`src/rtl/mips_multicycle_ctrl.sv`:
```
// mips_multicycle_ctrl: multi-cycle control sequencer for the MIPS Datapath.
// Accepts one instruction, then steps IDLE -> DECODE -> EXEC [-> MEM] [-> WB].
// Every output is a flop; the output logic computes each value for the state
// being entered, so an output is always aligned with the state it belongs to.
// Optional feature macro: CTRL_RETIRE_CNT_EN (retired-instruction counter).
//
// Handshake: an instruction transfers on a rising edge where o_instr_ready
// and i_instr_valid are both 1. o_instr_ready is high only in IDLE; while it
// is low, i_instr_valid is ignored and the source must keep the word waiting.
module mips_multicycle_ctrl #(
  parameter int RST_STATE_IDLE = 1
) (
  input  logic        i_clk,
  input  logic        i_rst,
  input  logic        i_instr_valid,
  input  logic [31:0] i_instr,
  input  logic        i_zero,
  output logic        o_instr_ready,
  output logic [4:0]  o_first5bits,
  output logic [4:0]  o_second5bits,
  output logic [15:0] o_immediate,
  output logic        o_regDst,
  output logic        o_ReadWriteRF,
  output logic        o_RFSource,
  output logic        o_AluSource,
  output logic [2:0]  o_AluControl,
  output logic        o_DMSource,
  output logic        o_DMValue,
  output logic        o_WriteEnDataMemory,
  output logic        o_ReadEnDataMemory,
  output logic        o_MemToReg,
  output logic        o_branch_taken,
  output logic        o_done,
  output logic        o_illegal,
  output logic [31:0] o_retired_cnt,
  output logic [2:0]  o_dbg_state
);

  if (RST_STATE_IDLE != 1) begin : g_param_check
    $error("RST_STATE_IDLE must be 1");
  end

  typedef enum logic [2:0] {S_IDLE = 3'd0, S_DECODE = 3'd1, S_EXEC = 3'd2,
                            S_MEM = 3'd3, S_WB = 3'd4} state_t;
  typedef enum logic [1:0] {K_ALU = 2'd0, K_LW = 2'd1, K_SW = 2'd2,
                            K_BEQ = 2'd3} kind_t;

  localparam logic [2:0] ALU_AND = 3'b000;
  localparam logic [2:0] ALU_OR  = 3'b001;
  localparam logic [2:0] ALU_ADD = 3'b101;
  localparam logic [2:0] ALU_SUB = 3'b110;
  localparam logic [2:0] ALU_SLT = 3'b111;

  state_t      r_state, w_next_state;
  kind_t       r_kind, w_dec_kind;
  logic        r_legal, w_dec_legal;
  logic [2:0]  w_dec_alu_ctrl;
  logic        w_dec_alu_src, w_dec_reg_dst, w_dec_mem_to_reg;
  logic        w_accept;
  logic        w_ready_n, w_illegal_n, w_rf_we_n, w_rd_n, w_wr_n;
  logic        w_beq_exec, w_taken_n, w_done_n;

  logic        r_ready, r_rf_we, r_rd, r_wr, r_taken, r_done, r_illegal;
  logic [4:0]  r_rs, r_rt;
  logic [15:0] r_imm;
  logic        r_reg_dst, r_alu_src, r_mem_to_reg;
  logic [2:0]  r_alu_ctrl;

  assign w_accept = (r_state == S_IDLE) && r_ready && i_instr_valid;

  // Decode the incoming word so its controls can be registered at accept.
  always_comb begin
    w_dec_legal      = 1'b0;
    w_dec_kind       = K_ALU;
    w_dec_alu_ctrl   = 3'b000;
    w_dec_alu_src    = 1'b0;
    w_dec_reg_dst    = 1'b0;
    w_dec_mem_to_reg = 1'b0;
    case (i_instr[31:26])
      6'h00: begin
        w_dec_legal      = 1'b1;
        w_dec_reg_dst    = 1'b1;
        w_dec_mem_to_reg = 1'b1;
        case (i_instr[5:0])
          6'h20:   w_dec_alu_ctrl = ALU_ADD;
          6'h22:   w_dec_alu_ctrl = ALU_SUB;
          6'h24:   w_dec_alu_ctrl = ALU_AND;
          6'h25:   w_dec_alu_ctrl = ALU_OR;
          6'h2A:   w_dec_alu_ctrl = ALU_SLT;
          default: begin
            w_dec_legal      = 1'b0;
            w_dec_reg_dst    = 1'b0;
            w_dec_mem_to_reg = 1'b0;
          end
        endcase
      end
      6'h08: begin
        w_dec_legal      = 1'b1;
        w_dec_alu_ctrl   = ALU_ADD;
        w_dec_alu_src    = 1'b1;
        w_dec_mem_to_reg = 1'b1;
      end
      6'h23: begin
        w_dec_legal    = 1'b1;
        w_dec_kind     = K_LW;
        w_dec_alu_ctrl = ALU_ADD;
        w_dec_alu_src  = 1'b1;
      end
      6'h2B: begin
        w_dec_legal    = 1'b1;
        w_dec_kind     = K_SW;
        w_dec_alu_ctrl = ALU_ADD;
        w_dec_alu_src  = 1'b1;
      end
      6'h04: begin
        w_dec_legal    = 1'b1;
        w_dec_kind     = K_BEQ;
        w_dec_alu_ctrl = ALU_SUB;
      end
      default: w_dec_legal = 1'b0;
    endcase
  end

  // State register.
  always_ff @(posedge i_clk) begin
    if (i_rst) r_state <= S_IDLE;
    else       r_state <= w_next_state;
  end

  // Instruction class latched at accept; steers the sequence after DECODE.
  always_ff @(posedge i_clk) begin
    if (i_rst) begin
      r_kind  <= K_ALU;
      r_legal <= 1'b0;
    end else if (w_accept) begin
      r_kind  <= w_dec_kind;
      r_legal <= w_dec_legal;
    end
  end

  // Next-state logic.
  always_comb begin
    w_next_state = r_state;
    case (r_state)
      S_IDLE:   if (w_accept) w_next_state = S_DECODE;
      S_DECODE: w_next_state = r_legal ? S_EXEC : S_IDLE;
      S_EXEC: begin
        case (r_kind)
          K_ALU:   w_next_state = S_WB;
          K_BEQ:   w_next_state = S_IDLE;
          default: w_next_state = S_MEM;
        endcase
      end
      S_MEM:    w_next_state = (r_kind == K_LW) ? S_WB : S_IDLE;
      S_WB:     w_next_state = S_IDLE;
      default:  w_next_state = S_IDLE;
    endcase
  end

  // Output logic: values for the state being entered on the next edge.
  // i_zero is sampled on the DECODE->EXEC edge; the SUB control is already
  // driven during DECODE, so the datapath zero flag is settled by then.
  always_comb begin
    w_ready_n   = (w_next_state == S_IDLE);
    w_illegal_n = w_accept && !w_dec_legal;
    w_rf_we_n   = (w_next_state == S_WB);
    w_rd_n      = (w_next_state == S_MEM) && (r_kind == K_LW);
    w_wr_n      = (w_next_state == S_MEM) && (r_kind == K_SW);
    w_beq_exec  = (w_next_state == S_EXEC) && (r_kind == K_BEQ);
    w_taken_n   = w_beq_exec && i_zero;
    w_done_n    = w_beq_exec || w_wr_n || w_rf_we_n;
  end

  // Output registers; fields and controls hold from accept to next accept.
  always_ff @(posedge i_clk) begin
    if (i_rst) begin
      r_ready      <= 1'b0;
      r_rf_we      <= 1'b0;
      r_rd         <= 1'b0;
      r_wr         <= 1'b0;
      r_taken      <= 1'b0;
      r_done       <= 1'b0;
      r_illegal    <= 1'b0;
      r_rs         <= 5'd0;
      r_rt         <= 5'd0;
      r_imm        <= 16'd0;
      r_reg_dst    <= 1'b0;
      r_alu_src    <= 1'b0;
      r_alu_ctrl   <= 3'b000;
      r_mem_to_reg <= 1'b0;
    end else begin
      r_ready   <= w_ready_n;
      r_rf_we   <= w_rf_we_n;
      r_rd      <= w_rd_n;
      r_wr      <= w_wr_n;
      r_taken   <= w_taken_n;
      r_done    <= w_done_n;
      r_illegal <= w_illegal_n;
      if (w_accept) begin
        r_rs         <= i_instr[25:21];
        r_rt         <= i_instr[20:16];
        r_imm        <= i_instr[15:0];
        r_reg_dst    <= w_dec_reg_dst;
        r_alu_src    <= w_dec_alu_src;
        r_alu_ctrl   <= w_dec_alu_ctrl;
        r_mem_to_reg <= w_dec_mem_to_reg;
      end
    end
  end

`ifdef CTRL_RETIRE_CNT_EN
  logic [31:0] r_retired_cnt;
  // Retired count steps together with o_done; wraps naturally at 2^32.
  always_ff @(posedge i_clk) begin
    if (i_rst)         r_retired_cnt <= 32'd0;
    else if (w_done_n) r_retired_cnt <= r_retired_cnt + 32'd1;
  end
  assign o_retired_cnt = r_retired_cnt;
`else
  assign o_retired_cnt = 32'd0;
`endif

  assign o_instr_ready       = r_ready;
  assign o_first5bits        = r_rs;
  assign o_second5bits       = r_rt;
  assign o_immediate         = r_imm;
  assign o_regDst            = r_reg_dst;
  assign o_ReadWriteRF       = r_rf_we;
  assign o_RFSource          = 1'b0;
  assign o_AluSource         = r_alu_src;
  assign o_AluControl        = r_alu_ctrl;
  assign o_DMSource          = 1'b0;
  assign o_DMValue           = 1'b0;
  assign o_WriteEnDataMemory = r_wr;
  assign o_ReadEnDataMemory  = r_rd;
  assign o_MemToReg          = r_mem_to_reg;
  assign o_branch_taken      = r_taken;
  assign o_done              = r_done;
  assign o_illegal           = r_illegal;
  assign o_dbg_state         = r_state;

endmodule

```
`config.mk`:
```
export PLATFORM = sky130hd
export DESIGN_NAME = mips_multicycle_ctrl
export DESIGN_NICKNAME = d
export VERILOG_FILES = /design/src/rtl/mips_multicycle_ctrl.sv
export SDC_FILE = /design/constraint.sdc
export NUM_CORES = 1
export LEC_CHECK = 0
export BUFFER_PORTS_ARGS = -buffer_cell sky130_fd_sc_hd__buf_4
export CAP_MARGIN = 20
export CORE_ASPECT_RATIO = 1.75
export CORE_MARGIN = 10
export CORE_UTILIZATION = 48
export CTS_CLUSTER_SIZE = 30
export DETAILED_ROUTE_END_ITERATION = 10
export PLACE_DENSITY = 0.95
export SYNTH_ARGS = -nofsm -noshare
export SYNTH_HDL_FRONTEND = slang
export SYNTH_SLANG_ARGS = --single-unit
```
`constraint.sdc`:
```
create_clock -name i_clk -period 4.4 [get_ports i_clk]
set_input_delay 0 -clock i_clk [delete_from_list [all_inputs] [get_ports i_clk]]
set_output_delay 0 -clock i_clk [all_outputs]
set_load 0.03 [all_outputs]
```
==> key figures <==
Outcome
  • Status: complete, no violations

Worst setup path
  • Worst endpoint required time: 4.57 ns
  • CP max FO: 24
  • CP Launch Type: flop
  • WP data arrival: 2.11 ns
  • Crit path kind: flop to flop
  • Critical path capture point type: flop

Die
  • Core Area: 4189 um^2
  • I/O pin count: 113
  • Die Y: 107.6 um
  • Die width: 70.04 um
  • Die area: 7534 um^2
  • Initial Util: 0.5021
  • Row count: 31

GRT
  • Largest net degree at the start of global routing: 46
  • Initial antenna violation count: 0
  • First-pass GRT wire length: 10.07 mm
  • Vias in the first global route: 2,128
  • GRT Total Usage: 0.1593
  • Total gr overflow: 0

Power
  • LEAKAGE: 1.344 nW
  • Clock share of power: 0.363
  • Sw Share: 0.2810
  • Switching Power: 0.2842 mW
  • Int Pwr: 0.7270 mW
  • Worst IR Drop VDD: 283.2 uV
  • Seq pwr share: 0.429
  • PD cells: 336.0 nW/um^2
  • Combinational share of power: 0.208

Place
  • PortBufs: 77
  • GPL Wtd Cong: 0.8058
  • HPWL Detailed: 4.424 mm
  • Placed inst area: 2567 um^2

CTS
  • CTS tree: done
  • Post-CTS sizing: 0
  • Clock buffer depth: 2
  • Worst skew pair latency: 0.30 ns
  • Root buf cell: clkbuf_8
  • H-tree lvl count: 2
  • Postcts setup bufs: 0
  • Clock Pin Slew Worst Setup and Hold Paths: 0.08 ns
  • CTS Buf Count: 5
  • CTS Hold Buffers Added: 28
  • Sink Count: 45

Route
  • Final WL: 6.364 mm
  • Avg WL per Cell: 15.75 um
  • Via-to-Cell Ratio: 5.022
  • Drt pass-1 iters: 6
  • DR iter-0 viols: 72
  • Via count: 2,029
  • DRC viols: 0
  • Detail Route Antenna Nets: 0

Synthesis
  • Commonest cells post-synth: nand2_1 (59), dfxtp_1 (45), buf_4 (35)
  • Syn Inst Count: 253
  • Main synth FF type: dfxtp_1
  • Most frequent cell after synthesis: nand2_1
  • Syn Std Cell Area: 2103 um^2
  • Yosys warnings: 0
  • Dominant cell type by area after synthesis: dfxtp_1
  • Syn Area/Cell: 8.313 um^2
  • Yosys cell types: 42
  • Seq/Total Area, Yosys: 0.4283
  • Number of flops mapped to enable cells by yosys: 0
  • Synth top area cells: dfxtp_1 (43%), buf_4 (12%), nand2_1 (11%), a21oi_1 (7.1%), ha_1 (2.4%)
  • Synth top area share: 0.4283
  • FFs w/ async S/R, synth: 0
  • Seq cells post-synth: 45

Timing
  • Final period utilization: 0.4424
  • Setup TNS: 0 ns
  • Slew Limit Fails: 0
  • Clock Skew: 0.002673 ns
  • Rel. slew slack: 0.6443
  • Number of hold violations in the final report: 0
  • # setup viols final: 0
  • RSZ-0062 raised after global routing: no
  • Tmin final: 1.947 ns
  • Max frequency: 513.7 MHz
  • Worst-margin pin slew: 0.5336 ns

Final layout
  • Fraction of layout cells with a size suffix above 1: 0.2648
  • Finished Cell Area: 3009 um^2
  • Post-layout util: 0.7183
  • Final #Nets: 394
  • # diodes: 0
  • Layout area overhead: 43.07%

Run
  • Max cap viols: 0

Hold path
  • HP Class: input pin to flop
==> logic make-up after synthesis <==
| logic type | after synthesis | synth area share |
|---|---|---|
| AND/OR/NAND/NOR | 103 | 0.2350 |
| other | 1 | 0.001783 |
| multiplexers | 2 | 0.01011 |
| buffers and inverters | 49 | 0.1541 |
| adder cells (fa/ha/maj) | 4 | 0.02380 |
| AO/OA/AOI/OAI | 48 | 0.1428 |
| flip-flops | 45 | 0.4283 |
| XOR/XNOR | 1 | 0.004165 |
==> power groups by stage <==
stage               sequential (mW)  combinational, mW  clock (mW)
finish                        0.434              0.210       0.367
floorplan                     0.472              0.112           0
global placement              0.442              0.179           0
detailed placement            0.443              0.183           0
CTS                           0.433              0.204       0.367
global route                  0.435              0.225       0.383
==> metrics by stage <==
step	instances	worst slack [ns]	power, mW	hold WS, ns
finish	404	2.453	1.011	0.03150
detailed placement	367	2.190	0.6259	0.2596
global route	404	2.327	1.043	0.05086
floorplan	287	2.824	0.5842	0.1360
global placement	367	2.301	0.6210	0.2487
CTS	403	2.158	1.004	0.02189
==> worst paths after layout <==
| check | end | startpoint | cells past startpoint | slack [ns] |
|---|---|---|---|---|
| worst max-delay path | r_legal$_SDFFE_PP0P_ | o_dbg_state[1]$_SDFF_PP0_ | 5 | 2.45 |
| worst min-delay path | r_kind[0]$_SDFFE_PP0P_ | i_instr[29] | 4 | 0.03 |
| worst max register to register | r_legal$_SDFFE_PP0P_ | o_dbg_state[1]$_SDFF_PP0_ | 5 | 2.45 |
| worst min register to register | o_immediate[14]$_SDFFE_PP0P_ | o_immediate[14]$_SDFFE_PP0P_ | 2 | 0.46 |
==> placed cells by master, fill, tap and decap left out, types with 2 or more instances in the layout <==
master / count
and3_1: 2
nand2_1: 59
dlygate4sd3_1: 28
buf_4: 78
clkbuf_8: 5
a211oi_1: 6
ha_1: 4
dfxtp_1: 45
a22o_1: 2
nor2b_1: 3
conb_1: 35
nor3_1: 4
nor2_1: 13
or4b_1: 2
nand3_1: 7
nor3b_1: 2
a21oi_1: 30
bufinv_16: 2
inv_1: 2
==> state kept, by name, indices dropped and copies added (netlist names), 2 cells and up <==
register	flops
r_kind	2
o_AluControl	3
o_immediate	16
o_first5bits	5
o_second5bits	5
o_dbg_state	3
==> worst max-delay path: stages, from the launching register on <==
cell,delay (ns)
dfxtp_1,0.39
nand3b_4,0.20
or3_1,0.56
buf_16,0.27
a211oi_2,0.27
a211oi_1,0.12
==> layer usage <==
metal,vias to the layer above,track usage,share of wire
met1,934,0.1529,0.37
met5,-,0,0
met2,99,0.2906,0.53
met4,0,0.09348,0.033
met3,15,0.04801,0.072
li1,981,-,-
==> area by class of cell <==
type	instances	area, um^2
Clock buffer	5	68.82
Clock inverter	3	65.06
Fill cell	306	1180
Inverter	2	7.507
Multi-Input combinational cell	193	1012
Sequential cell	45	900.9
Tap cell	49	61.31
Timing Repair Buffer	107	893.4
Power figures use the tool's default switching activity.
